**config.mk**
```make
export PLATFORM = sky130hd
export DESIGN_NAME = crossing_controller
export DESIGN_NICKNAME = d
export VERILOG_FILES = /design/src/rtl/crossing_pkg.sv /design/src/rtl/crossing_controller_phase_timer.sv /design/src/rtl/crossing_controller.sv
export SDC_FILE = /design/constraint.sdc
export NUM_CORES = 1
export LEC_CHECK = 0
export BUFFER_PORTS_ARGS = -buffer_cell sky130_fd_sc_hd__buf_2
export CAP_MARGIN = 0
export CORE_AREA = 4 4 41 43
export DETAILED_ROUTE_END_ITERATION = 6
export DIE_AREA = 0 0 45 47
export SYNTH_ARGS = -nofsm -noshare
export SYNTH_HDL_FRONTEND = slang
export SYNTH_SLANG_ARGS = --single-unit
```
**constraint.sdc**
```tcl
create_clock -name clk -period 2.4 [get_ports clk]
set_input_delay 0.24 -clock clk [delete_from_list [all_inputs] [get_ports clk]]
set_output_delay 0.24 -clock clk [all_outputs]
set_load 0.005 [all_outputs]
```
**src/rtl/crossing_pkg.sv**
```systemverilog
// Shared types and constants for the pedestrian-crossing sequencer.
// Phase enum, light codes, default phase lengths and a width helper.
package crossing_pkg;

    typedef enum logic [1:0] {
        GREEN     = 2'd0,
        AMBER     = 2'd1,
        RED_WALK  = 2'd2,
        RED_AMBER = 2'd3
    } phase_t;

    // Light code is {red, amber, green}
    localparam logic [2:0] LIGHT_GREEN     = 3'b001;
    localparam logic [2:0] LIGHT_AMBER     = 3'b010;
    localparam logic [2:0] LIGHT_RED       = 3'b100;
    localparam logic [2:0] LIGHT_RED_AMBER = 3'b110;

    localparam int DEFAULT_GREEN_MIN        = 8;
    localparam int DEFAULT_AMBER_CYCLES     = 2;
    localparam int DEFAULT_WALK_CYCLES      = 6;
    localparam int DEFAULT_RED_AMBER_CYCLES = 1;

    // Bits needed to count 0 .. longest-phase - 1, never less than one.
    function automatic int timer_width(input int a, input int b, input int c, input int d);
        int m;
        m = a;
        if (b > m) m = b;
        if (c > m) m = c;
        if (d > m) m = d;
        return (m > 1) ? $clog2(m) : 1;
    endfunction

endpackage

```
**src/rtl/crossing_controller_phase_timer.sv**
```systemverilog
// Per-phase cycle timer: synchronous clear, increment enable, optional
// saturation at the runtime limit, and a done flag when count == limit.
module phase_timer #(
    parameter int WIDTH = 3
) (
    input  logic             clk,
    input  logic             rst,
    input  logic             clear,
    input  logic             enable,
    input  logic             saturate,
    input  logic [WIDTH-1:0] limit,
    output logic [WIDTH-1:0] count,
    output logic             done
);

    logic [WIDTH-1:0] count_reg;

    assign count = count_reg;
    assign done  = (count_reg == limit);

    always_ff @(posedge clk) begin
        if (rst || clear) begin
            count_reg <= '0;
        end else if (enable && !(saturate && done)) begin
            count_reg <= count_reg + 1'b1;
        end
    end

endmodule

```
**src/rtl/crossing_controller.sv**
```systemverilog
// Pedestrian-crossing sequencer: GREEN -> AMBER -> RED_WALK -> RED_AMBER.
// Define CROSSING_STATS_EN to add the 8-bit wrapping cross_count output.
module crossing_controller
    import crossing_pkg::*;
#(
    parameter int GREEN_MIN        = DEFAULT_GREEN_MIN,
    parameter int AMBER_CYCLES     = DEFAULT_AMBER_CYCLES,
    parameter int WALK_CYCLES      = DEFAULT_WALK_CYCLES,
    parameter int RED_AMBER_CYCLES = DEFAULT_RED_AMBER_CYCLES
) (
    input  logic       clk,
    input  logic       rst,
    input  logic       button,
    output logic [2:0] result,
    output logic       walk,
    output logic       req_pending,
    output logic       busy
`ifdef CROSSING_STATS_EN
    ,
    output logic [7:0] cross_count
`endif
);

    localparam int TIMER_W = timer_width(GREEN_MIN, AMBER_CYCLES, WALK_CYCLES, RED_AMBER_CYCLES);

    // Exit values: each phase leaves when the timer reaches length - 1.
    localparam logic [TIMER_W-1:0] LAST_GREEN     = TIMER_W'(GREEN_MIN - 1);
    localparam logic [TIMER_W-1:0] LAST_AMBER     = TIMER_W'(AMBER_CYCLES - 1);
    localparam logic [TIMER_W-1:0] LAST_WALK      = TIMER_W'(WALK_CYCLES - 1);
    localparam logic [TIMER_W-1:0] LAST_RED_AMBER = TIMER_W'(RED_AMBER_CYCLES - 1);

    phase_t             state_reg;
    phase_t             state_next;
    logic               req_pending_reg;
    logic               req_pending_next;
    logic [TIMER_W-1:0] timer_limit;
    logic [TIMER_W-1:0] timer_count;
    logic               timer_done;
    logic               timer_clear;
    logic               enter_walk;

    phase_timer #(
        .WIDTH(TIMER_W)
    ) u_phase_timer (
        .clk     (clk),
        .rst     (rst),
        .clear   (timer_clear),
        .enable  (1'b1),
        .saturate(state_reg == GREEN),
        .limit   (timer_limit),
        .count   (timer_count),
        .done    (timer_done)
    );

    always_comb begin
        state_next  = state_reg;
        timer_limit = LAST_GREEN;
        case (state_reg)
            GREEN: begin
                timer_limit = LAST_GREEN;
                if ((timer_count == LAST_GREEN) && (req_pending_reg || button)) begin
                    state_next = AMBER;
                end
            end
            AMBER: begin
                timer_limit = LAST_AMBER;
                if (timer_done) state_next = RED_WALK;
            end
            RED_WALK: begin
                timer_limit = LAST_WALK;
                if (timer_done) state_next = RED_AMBER;
            end
            RED_AMBER: begin
                timer_limit = LAST_RED_AMBER;
                if (timer_done) state_next = GREEN;
            end
            default: begin
                state_next = GREEN;
            end
        endcase
    end

    assign timer_clear = (state_next != state_reg);
    assign enter_walk  = (state_reg == AMBER) && (state_next == RED_WALK);

    // Serving the request (entering RED_WALK) beats a press on the same edge.
    always_comb begin
        req_pending_next = req_pending_reg;
        if (enter_walk) begin
            req_pending_next = 1'b0;
        end else if (button && (state_reg == GREEN || state_reg == AMBER)) begin
            req_pending_next = 1'b1;
        end
    end

    always_ff @(posedge clk) begin
        if (rst) begin
            state_reg       <= GREEN;
            req_pending_reg <= 1'b0;
        end else begin
            state_reg       <= state_next;
            req_pending_reg <= req_pending_next;
        end
    end

    always_comb begin
        result = LIGHT_GREEN;
        case (state_reg)
            GREEN:     result = LIGHT_GREEN;
            AMBER:     result = LIGHT_AMBER;
            RED_WALK:  result = LIGHT_RED;
            RED_AMBER: result = LIGHT_RED_AMBER;
            default:   result = LIGHT_GREEN;
        endcase
    end

    assign walk        = (state_reg == RED_WALK);
    assign busy        = (state_reg != GREEN);
    assign req_pending = req_pending_reg;

`ifdef CROSSING_STATS_EN
    logic [7:0] cross_count_reg;

    always_ff @(posedge clk) begin
        if (rst) begin
            cross_count_reg <= 8'd0;
        end else if (enter_walk) begin
            cross_count_reg <= cross_count_reg + 8'd1;
        end
    end

    assign cross_count = cross_count_reg;
`endif

endmodule
```
==> results of run 1 <==
[cells in the mapped netlist, drive strengths merged]
| cell type | instances | share of area |
|---|---|---|
| nand4b | 1 | 0.024 |
| a21boi | 1 | 0.021 |
| nor3b | 1 | 0.021 |
| or3b | 1 | 0.031 |
| a21oi | 3 | 0.041 |
| clkbuf | 2 | 0.021 |
| o21ba | 1 | 0.027 |
| inv | 3 | 0.031 |
| nor3 | 2 | 0.027 |
| dfxtp | 6 | 0.33 |
| buf | 1 | 0.031 |
| a21o | 1 | 0.021 |
| nor2 | 6 | 0.062 |
| o22ai | 1 | 0.055 |
| dlygate4sd3 | 1 | 0.027 |
| a311oi | 1 | 0.024 |
| mux2i | 1 | 0.027 |
| xor2 | 1 | 0.024 |
| nand3b | 1 | 0.021 |
| ha | 2 | 0.069 |
| a41oi | 2 | 0.048 |
| nor4 | 1 | 0.017 |
[worst max-delay path by stage]
stage / startpoint / end / slack (ps) / depth (start not counted)
finish: u_phase_timer.count[1] / state_reg[0] / 800 / 5
global route: u_phase_timer.count[0] / state_reg[0] / 710 / 5
CTS: u_phase_timer.count[1] / state_reg[0] / 800 / 5
detailed placement: u_phase_timer.count[1] / state_reg[0] / 810 / 5
global placement: u_phase_timer.count[1] / state_reg[0] / 840 / 5
floorplan: u_phase_timer.count[1] / state_reg[0] / 930 / 5
[worst register-to-register path, stage by stage (launching register included)]
cell,delay (ps)
dfxtp_1,490
ha_1,210
ha_1,130
or3b_4,390
o22ai_4,180
o21ba_1,160
[report_power, final]
group	leakage, nW	internal (mW)	total (mW)	switching (mW)
sequential	0.0492	0.112	0.136	0.0241
combinational	0.136	0.0231	0.0424	0.0192
clock	0.0138	0.0564	0.0905	0.0341
[layer usage]
metal,wire length (µm),global-route usage,up-vias
met5,0,0,-
met4,0,0.0175,0
met3,44,0.0690,0
met2,287,0.130,9
met1,370,0.0913,156
li1,-,-,160
[cell families after synthesis]
kind of cell             count (synthesis)
flip-flops                               6
AO/OA/AOI/OAI                           10
buffers and inverters                    7
adder cells (fa/ha/maj)                  2
XOR/XNOR                                 1
multiplexers                             1
AND/OR/NAND/NOR                         13
[cell type report]
type                       instances  area share
inverter                           3      0.0270
clock buffer                       3      0.0541
multi-input combinational         27       0.489
sequential                         6       0.288
tap                               15      0.0450
timing repair buffer               8      0.0961
[stage by stage]
| stage | setup slack (ps) | hold WS, ps | utilization |
|---|---|---|---|
| global route | 709 | 226 | 0.320 |
| finish | 797 | 212 | 0.320 |
| CTS | 801 | 200 | 0.320 |
| global placement | 839 | 473 | 0.303 |
| detailed placement | 808 | 463 | 0.303 |
| floorplan | 932 | 312 | - |
==> results.cfg, run 1 <==
[place]
portBuffers = 8
gp_congestion = 0.731
dp.cells = 59
place_area_um2 = 394
place_hpwl_um = 515

[final_layout]
layout_commonest_cell = buf_2
largest_reg_flops = 3
nets = 54
final_cells = 62
seqCellArea_um2 = 120
design_area_um2 = 417
area_delta_synth_final_pct = 14.4
n_fill_cell = 147
diodes = 0
final_cell_mix = 8 x buf_2, 6 x nor2_1, 6 x dfxtp_1
multiInputGateArea_um2 = 204
drive_above_1_share = 0.277

[route]
wire_per_inst_um = 11.3
drt_iter0_markers = 9
drcViolationCount = 0
routed_via_density = 5.24
via_count = 325
ant_nets = 0
drt_wl_total_um = 701
dr.pass1.iters = 4

[timing]
finalSetupViolCount = 0
final.setup_skew_ps = 1.90
setup_tns_ps = 0
maxSlewViolCount = 0
hold_viol = 0
period_minus_slack_ps = 1600
relSlewSlack = 0.707
fmax_ghz = 0.624
rsz0062_at_grt = no
finalCritPeriodShare = 0.668
worst_pin_slew_ps = 439

[setup_path]
cpLargestDelayFamily = flip-flops
cp_slowest_stage_delay_ps = 490
worst-path-max-fanout = 7
rr_worst_depth = 5
rrSetupSlack_ps = 800
critPathSlowestCell = dfxtp_1
crit_path_frequent_cell = ha_1
crit_path_start_kind = flip-flop
path_cells = ha_1 > ha_1 > or3b_4 > o22ai_4 > o21ba_1
cp-end-kind = flip-flop
path_class = flip-flop to flip-flop
crit_buf_inv = 0
rr_endpoint = state_reg[0]
arrival_ps = 1790
critical_path_required_ps = 2580
r2r-start = u_phase_timer.count[1]

[clocking]
numCtsBuffers = 3
cts.clk_slew.worst_paths_ps = 40
cts_num_sinks = 6
clock-root-buffer = clkbuf_4
htreeDepth = 1
cts_hold_buf = 0
post-cts-setup-buffer-count = 0
post_cts_resized = 0
insertion_delay_ps = 240
cts_tree = yes
clk_path_buf_depth = 2

[floorplanning]
die_y_um = 47
fp-row-count = 13
start_util = 0.280
die_w_um = 45
design.core.area_um2 = 1300
io-pin-count = 9
dieArea_um2 = 2120

[yosys]
syn_nets = 45
ys_seq_area_frac = 0.330
synth_top_family_by_area = compound AO/OA/AOI/OAI gates
synthCells = 40
muxShareOfSynthArea = 0.0275
synth-adder-area-share = 0.0687
syn_avg_cell_area_um2 = 9.10
synth_compound_area_frac = 0.237
syn_area_um2 = 364
synthDistinctLibCells = 22
synth_warnings = 0
synthSimpleGateAreaFrac = 0.203
ys_seq_elements = 6
synthXorXnorAreaFrac = 0.0241

[global_route]
grt_max_degree = 9
grt.overflow.total = 0
grt_pass1_vias = 291
grt_usage = 0.0847
grt_pass1_wl_um = 1220
antenna_found_initial = 0

[hold_path]
min_path_type = input port to flip-flop
min_delay_path_depth = 2
worstHoldStart = rst
whs_endpoint = req_pending

[power_and_ir_drop]
power_density_nw_per_um2 = 645
finalPower_uw = 269
ir_drop_v = 0.000319
leakage_nw = 0.199

[run]
cap_viol_max_count = 0

[status]
status = complete, no violations
Note: power is estimated with default switching activity, not from simulation.
==> inputs of run 2 (changes only) <==
==> constraint.sdc (replaced) <==
create_clock -name clk -period 1.6 [get_ports clk]
set_input_delay 0.16 -clock clk [delete_from_list [all_inputs] [get_ports clk]]
set_output_delay 0.16 -clock clk [all_outputs]
set_load 0.005 [all_outputs]
==> run 2 against run 1 <==
  * Hold slack worse by 71 ps
  * Clock-buffer cell count unchanged
  * Clock skew up 2.3 ps
  * First-iteration DRC count down 44%
  * Power up 59%
  * Largest power group unchanged
  * Routed wire length up 0.14%
  * Utilization up 1.7 points
  * Largest cell class unchanged
==> results.cfg, run 2 (synthesized netlist as in run 1, its figures left out) <==
[final_layout]
n_fill_cell = 150
design_area_um2 = 439
final_cell_mix = 8 x buf_2, 6 x nor2_1, 6 x dfxtp_1
seqCellArea_um2 = 120
nets = 57
diodes = 0
area_delta_synth_final_pct = 20.6
layout_commonest_cell = buf_2
drive_above_1_share = 0.320
multiInputGateArea_um2 = 204
largest_reg_flops = 3

[clocking]
cts_num_sinks = 6
numCtsBuffers = 3
clk_path_buf_depth = 2
clock-root-buffer = clkbuf_4
post_cts_resized = 0
cts_tree = yes
post-cts-setup-buffer-count = 0
cts.clk_slew.worst_paths_ps = 50
htreeDepth = 1
insertion_delay_ps = 240
cts_hold_buf = 0

[setup_path]
critPathSlowestCell = or3b_4
critical_path_required_ps = 1720
worst-path-max-fanout = 3
crit_path_frequent_cell = ha_1
rrSetupSlack_ps = 240
path_class = flip-flop to flip-flop
rr_endpoint = u_phase_timer.count[1]
rr_worst_depth = 5
path_cells = ha_1 > ha_1 > or3b_4 > o22ai_4 > nor3_1
cp_slowest_stage_delay_ps = 390
cpLargestDelayFamily = simple AND/OR/NAND/NOR gates
arrival_ps = 1480
crit_buf_inv = 0
crit_path_start_kind = flip-flop
r2r-start = u_phase_timer.count[0]
cp-end-kind = flip-flop

[power_and_ir_drop]
leakage_nw = 0.215
power_density_nw_per_um2 = 970
ir_drop_v = 0.000521
finalPower_uw = 426

[timing]
rsz0062_at_grt = no
finalSetupViolCount = 0
hold_viol = 0
whs_ps = 140
maxSlewViolCount = 0
worst_slack_ps = 240
worst_pin_slew_ps = 414
finalCritPeriodShare = 0.850
relSlewSlack = 0.723
final.setup_skew_ps = 4.24
fmax_ghz = 0.735
period_minus_slack_ps = 1360
setup_tns_ps = 0

[route]
drcViolationCount = 0
drt_iter0_markers = 5
ant_nets = 0
wire_per_inst_um = 10.8
dr.pass1.iters = 2
drt_wl_total_um = 702
routed_via_density = 4.94
via_count = 321

[hold_path]
min_delay_path_depth = 2
worstHoldStart = rst
min_path_type = input port to flip-flop
whs_endpoint = req_pending

[floorplanning]
die_w_um = 45
start_util = 0.280
die_y_um = 47
dieArea_um2 = 2120
design.core.area_um2 = 1300
fp-row-count = 13
io-pin-count = 9

[global_route]
antenna_found_initial = 0
grt_pass1_wl_um = 1240
grt_pass1_vias = 331
grt_usage = 0.0863
grt.overflow.total = 0
grt_max_degree = 9

[place]
portBuffers = 8
place_hpwl_um = 561
place_area_um2 = 417
pre_cts_ws_ps = 237
gp_congestion = 0.716

[status]
status = complete, no violations

[run]
cap_viol_max_count = 0
==> run 2: worst max-delay path by stage <==
stage | from | endpoint | slack [ps] | cells after the start
5_1_grt | u_phase_timer.count[0] | u_phase_timer.count[1] | 150 | 5
2_1_floorplan | u_phase_timer.count[1] | state_reg[0] | 130 | 5
3_5_place_dp | u_phase_timer.count[0] | u_phase_timer.count[2] | 240 | 5
6_report | u_phase_timer.count[0] | u_phase_timer.count[1] | 240 | 5
3_3_place_gp | u_phase_timer.count[0] | u_phase_timer.count[2] | 250 | 5
4_1_cts | u_phase_timer.count[0] | u_phase_timer.count[2] | 230 | 5
==> run 2: cell type report <==
cell class / count / share of cell area
Timing Repair Buffer: 11 / 0.142
Clock buffer: 3 / 0.0513
Inverter: 3 / 0.0256
Sequential cell: 6 / 0.274
Tap cell: 15 / 0.0427
Multi-Input combinational cell: 27 / 0.464
==> run 2: stage by stage <==
step | std cells | util
after detailed placement | 62 | 0.320
final | 65 | 0.338
after global placement | 62 | 0.320
after CTS | 65 | 0.338
after global routing | 65 | 0.338
after floorplan | 40 | -
==> run 2: worst reg2reg max path, stage by stage, from the launching register on <==
cell and delay, ps:
dfxtp_1 330, ha_1 150, ha_1 130, or3b_4 390, o22ai_4 180, nor3_1 80
==> run 2: metal layers <==
layer / part of all wire / up-vias / GRT usage
met5: 0 / - / 0
met4: 0 / 0 / 0.0292
met3: 0.10 / 0 / 0.0690
met2: 0.40 / 11 / 0.130
met1: 0.49 / 146 / 0.0915
li1: - / 164 / -
==> run 2: where the power goes <==
| part | switching [mW] | total [mW] | internal [mW] |
|---|---|---|---|
| clock network | 0.0528 | 0.137 | 0.0847 |
| logic | 0.0603 | 0.112 | 0.0520 |
| registers | 0.00890 | 0.176 | 0.167 |
| total | 0.122 | 0.426 | 0.304 |
==> inputs of run 3 (changes only) <==
--- a/config.mk
+++ b/config.mk
@@ -12,4 +12,5 @@
 export DIE_AREA = 0 0 45 47
 export SYNTH_ARGS = -nofsm -noshare
 export SYNTH_HDL_FRONTEND = slang
+export SYNTH_HIERARCHICAL = 1
 export SYNTH_SLANG_ARGS = --single-unit
==> run 3 against run 2 <==
  * Clock power is 3% lower
  * Power is 19% lower
  * Utilization is 8.7 points higher
  * Combinational power is 61% lower
  * Non-clock buffer count is 4 higher
  * Highest routed layer is now met4
  * Largest cell class unchanged
  * Routed wire length is 22% higher
  * Global-route usage is 1.0 points higher
  * Register-to-register slack worse by 210 ps
  * Sequential share of layout area is 5.1 points lower
  * Die area stayed put
  * Hold slack better by 24 ps
==> results.cfg, run 3 <==
[hold_path]
min_path_type = input port to flip-flop

[floorplanning]
design.core.area_um2 = 1300
die_y_um = 47
start_util = 0.307
io-pin-count = 9
die_w_um = 45
fp-row-count = 13
dieArea_um2 = 2120

[final_layout]
layout_commonest_cell = buf_2
drive_above_1_share = 0.468
multiInputGateArea_um2 = 282
nets = 68
diodes = 0
largest_reg_flops = 3
final_cell_mix = 8 x buf_2, 7 x nand2_1, 7 x buf_4, 4 x dfxtp_1
area_delta_synth_final_pct = 38.2
seqCellArea_um2 = 123
n_fill_cell = 142

[clocking]
clk_path_buf_depth = 2
insertion_delay_ps = 240
clock-root-buffer = clkbuf_4
numCtsBuffers = 3
cts_tree = yes
cts.clk_slew.worst_paths_ps = 40
htreeDepth = 1
cts_hold_buf = 0
cts_num_sinks = 6

[setup_path]
crit_path_start_kind = flip-flop
rrSetupSlack_ps = 30
critical_path_required_ps = 1760
rr_endpoint = u_phase_timer/count[2]
worst-path-max-fanout = 3
crit_end = u_phase_timer/count[2]
rr_worst_depth = 8
path_class = flip-flop to flip-flop
arrival_ps = 1730
cp-end-kind = flip-flop
crit_start = state_reg[1]
r2r-start = state_reg[1]

[route]
drcViolationCount = 0
dr_wl_met3_um = 23
highest_layer = met4
wire_per_inst_um = 11.1
dr.pass1.iters = 2
via_count = 352
drt_wl_total_um = 858
drt_iter0_markers = 3
wl_met2_um = 460
ant_nets = 0
wl_met1_um = 363
routed_via_density = 4.57

[global_route]
grt_usage = 0.0964
grt_pass1_wl_um = 1420
grt_pass1_vias = 335
grt_max_degree = 8
grt.overflow.total = 0
antenna_found_initial = 0

[yosys]
synthDistinctLibCells = 27
synth-adder-area-share = 0.0313
syn_avg_cell_area_um2 = 8.49
synthSimpleGateAreaFrac = 0.235
ys_seq_elements = 6
synthCells = 47
synth_warnings = 6
synth_common_cells = 8 x nand2_1, 6 x dfxtp_1, 3 x inv_1, 3 x mux2i_1, 3 x nor2_1
synth_area_leaders = dfxtp_1 30%, mux2i_1 7.5%, nand2_1 7.5%, xnor2_1 4.4%, a41oi_2 4.1%
netlist.area_leader.share = 0.301
ys_seq_area_frac = 0.301
synth_compound_area_frac = 0.147
async_flop_share = 0
synthXorXnorAreaFrac = 0.107
muxShareOfSynthArea = 0.0752
synth-edff-count = 0
synth_most_common_cell = nand2_1
synth_top_family_by_area = simple AND/OR/NAND/NOR gates
synthFlopType = dfxtp_1
syn_area_um2 = 399
post-synth-top-area-cell = dfxtp_1

[power_and_ir_drop]
power_density_nw_per_um2 = 624
p_seq_frac = 0.487
p_int_uw = 266
finalPower_uw = 344
p_clk_frac = 0.386
leakage_nw = 0.273
p_switching_uw = 77.9
ir_drop_v = 0.000395
swShare = 0.226
p_comb_frac = 0.127

[timing]
final.setup_skew_ps = 0.664
whs_ps = 164
rsz0062_at_grt = yes
fmax_ghz = 0.637
finalCritPeriodShare = 0.981
period_minus_slack_ps = 1570
maxSlewViolCount = 0
finalSetupViolCount = 0
hold_viol = 0

[place]
place_hpwl_um = 657
portBuffers = 8
gp_congestion = 0.663

[status]
status = complete, no violations

[run]
cap_viol_max_count = 0
==> run 3: repair_timing <==
action	CTS	global route
setup endpoints to repair	0	3
resized for setup	0	5
setup buffers	0	2
endpoints found under the hold margin	0	0
==> run 3: worst min-delay path by stage <==
stage,startpoint,to,depth (start not counted)
after floorplan,rst,req_pending,1
after global placement,rst,state_reg[1],2
after detailed placement,rst,state_reg[1],2
after CTS,rst,state_reg[1],2
after global routing,rst,state_reg[1],2
final,rst,state_reg[1],2
==> run 3: cell families (layout without fill, tap and decap cells) <==
logic type	count (synthesis)	after routing
mux	3	3
other cells	1	2
compound gates	7	7
flops	6	6
xor+xnor	4	4
buf+inv	7	21
simple gates	18	18
fa+ha+maj	1	1
==> run 3: power groups by stage <==
stage	logic, mW	clock network, mW	registers [mW]
2_1_floorplan	0.0293	0	0.168
3_3_place_gp	0.0386	0	0.170
3_5_place_dp	0.0399	0	0.170
4_1_cts	0.0400	0.142	0.168
5_1_grt	0.0499	0.153	0.169
6_report	0.0437	0.133	0.168
==> run 3: area by class of cell <==
cell class	count	area share
Sequential cell	6	0.222
Inverter	3	0.0249
Tap cell	15	0.0340
Multi-Input combinational cell	35	0.510
Timing Repair Buffer	15	0.168
Clock buffer	3	0.0408
==> run 3: layer usage <==
metal  vias up  global-route usage
met5         -                   0
met2         4               0.158
met3         2              0.0230
met1       160               0.103
li1        186                   -
met4         0              0.0877
==> run 3: metrics by stage <==
step / setup WS [ps] / cell area (µm²) / TNS (ps) / utilization / cells
3_3_place_gp: 53.8 / 497 / 0 / 0.382 / 72
4_1_cts: 20.7 / 519 / 0 / 0.399 / 75
6_report: 31.0 / 552 / 0 / 0.424 / 77
3_5_place_dp: 32.1 / 497 / 0 / 0.382 / 72
2_1_floorplan: 4.60 / 427 / 0 / - / 48
5_1_grt: -50.6 / 552 / -112 / 0.424 / 77
==> run 3: critical path, stage by stage, from the launching register on <==
cell and delay [ps]:
dfxtp_2 320, or2_4 260, inv_4 80, xnor2_4 70
and3_4 180, nand2_4 60, o21ai_4 60, or3_4 320
mux2i_1 140
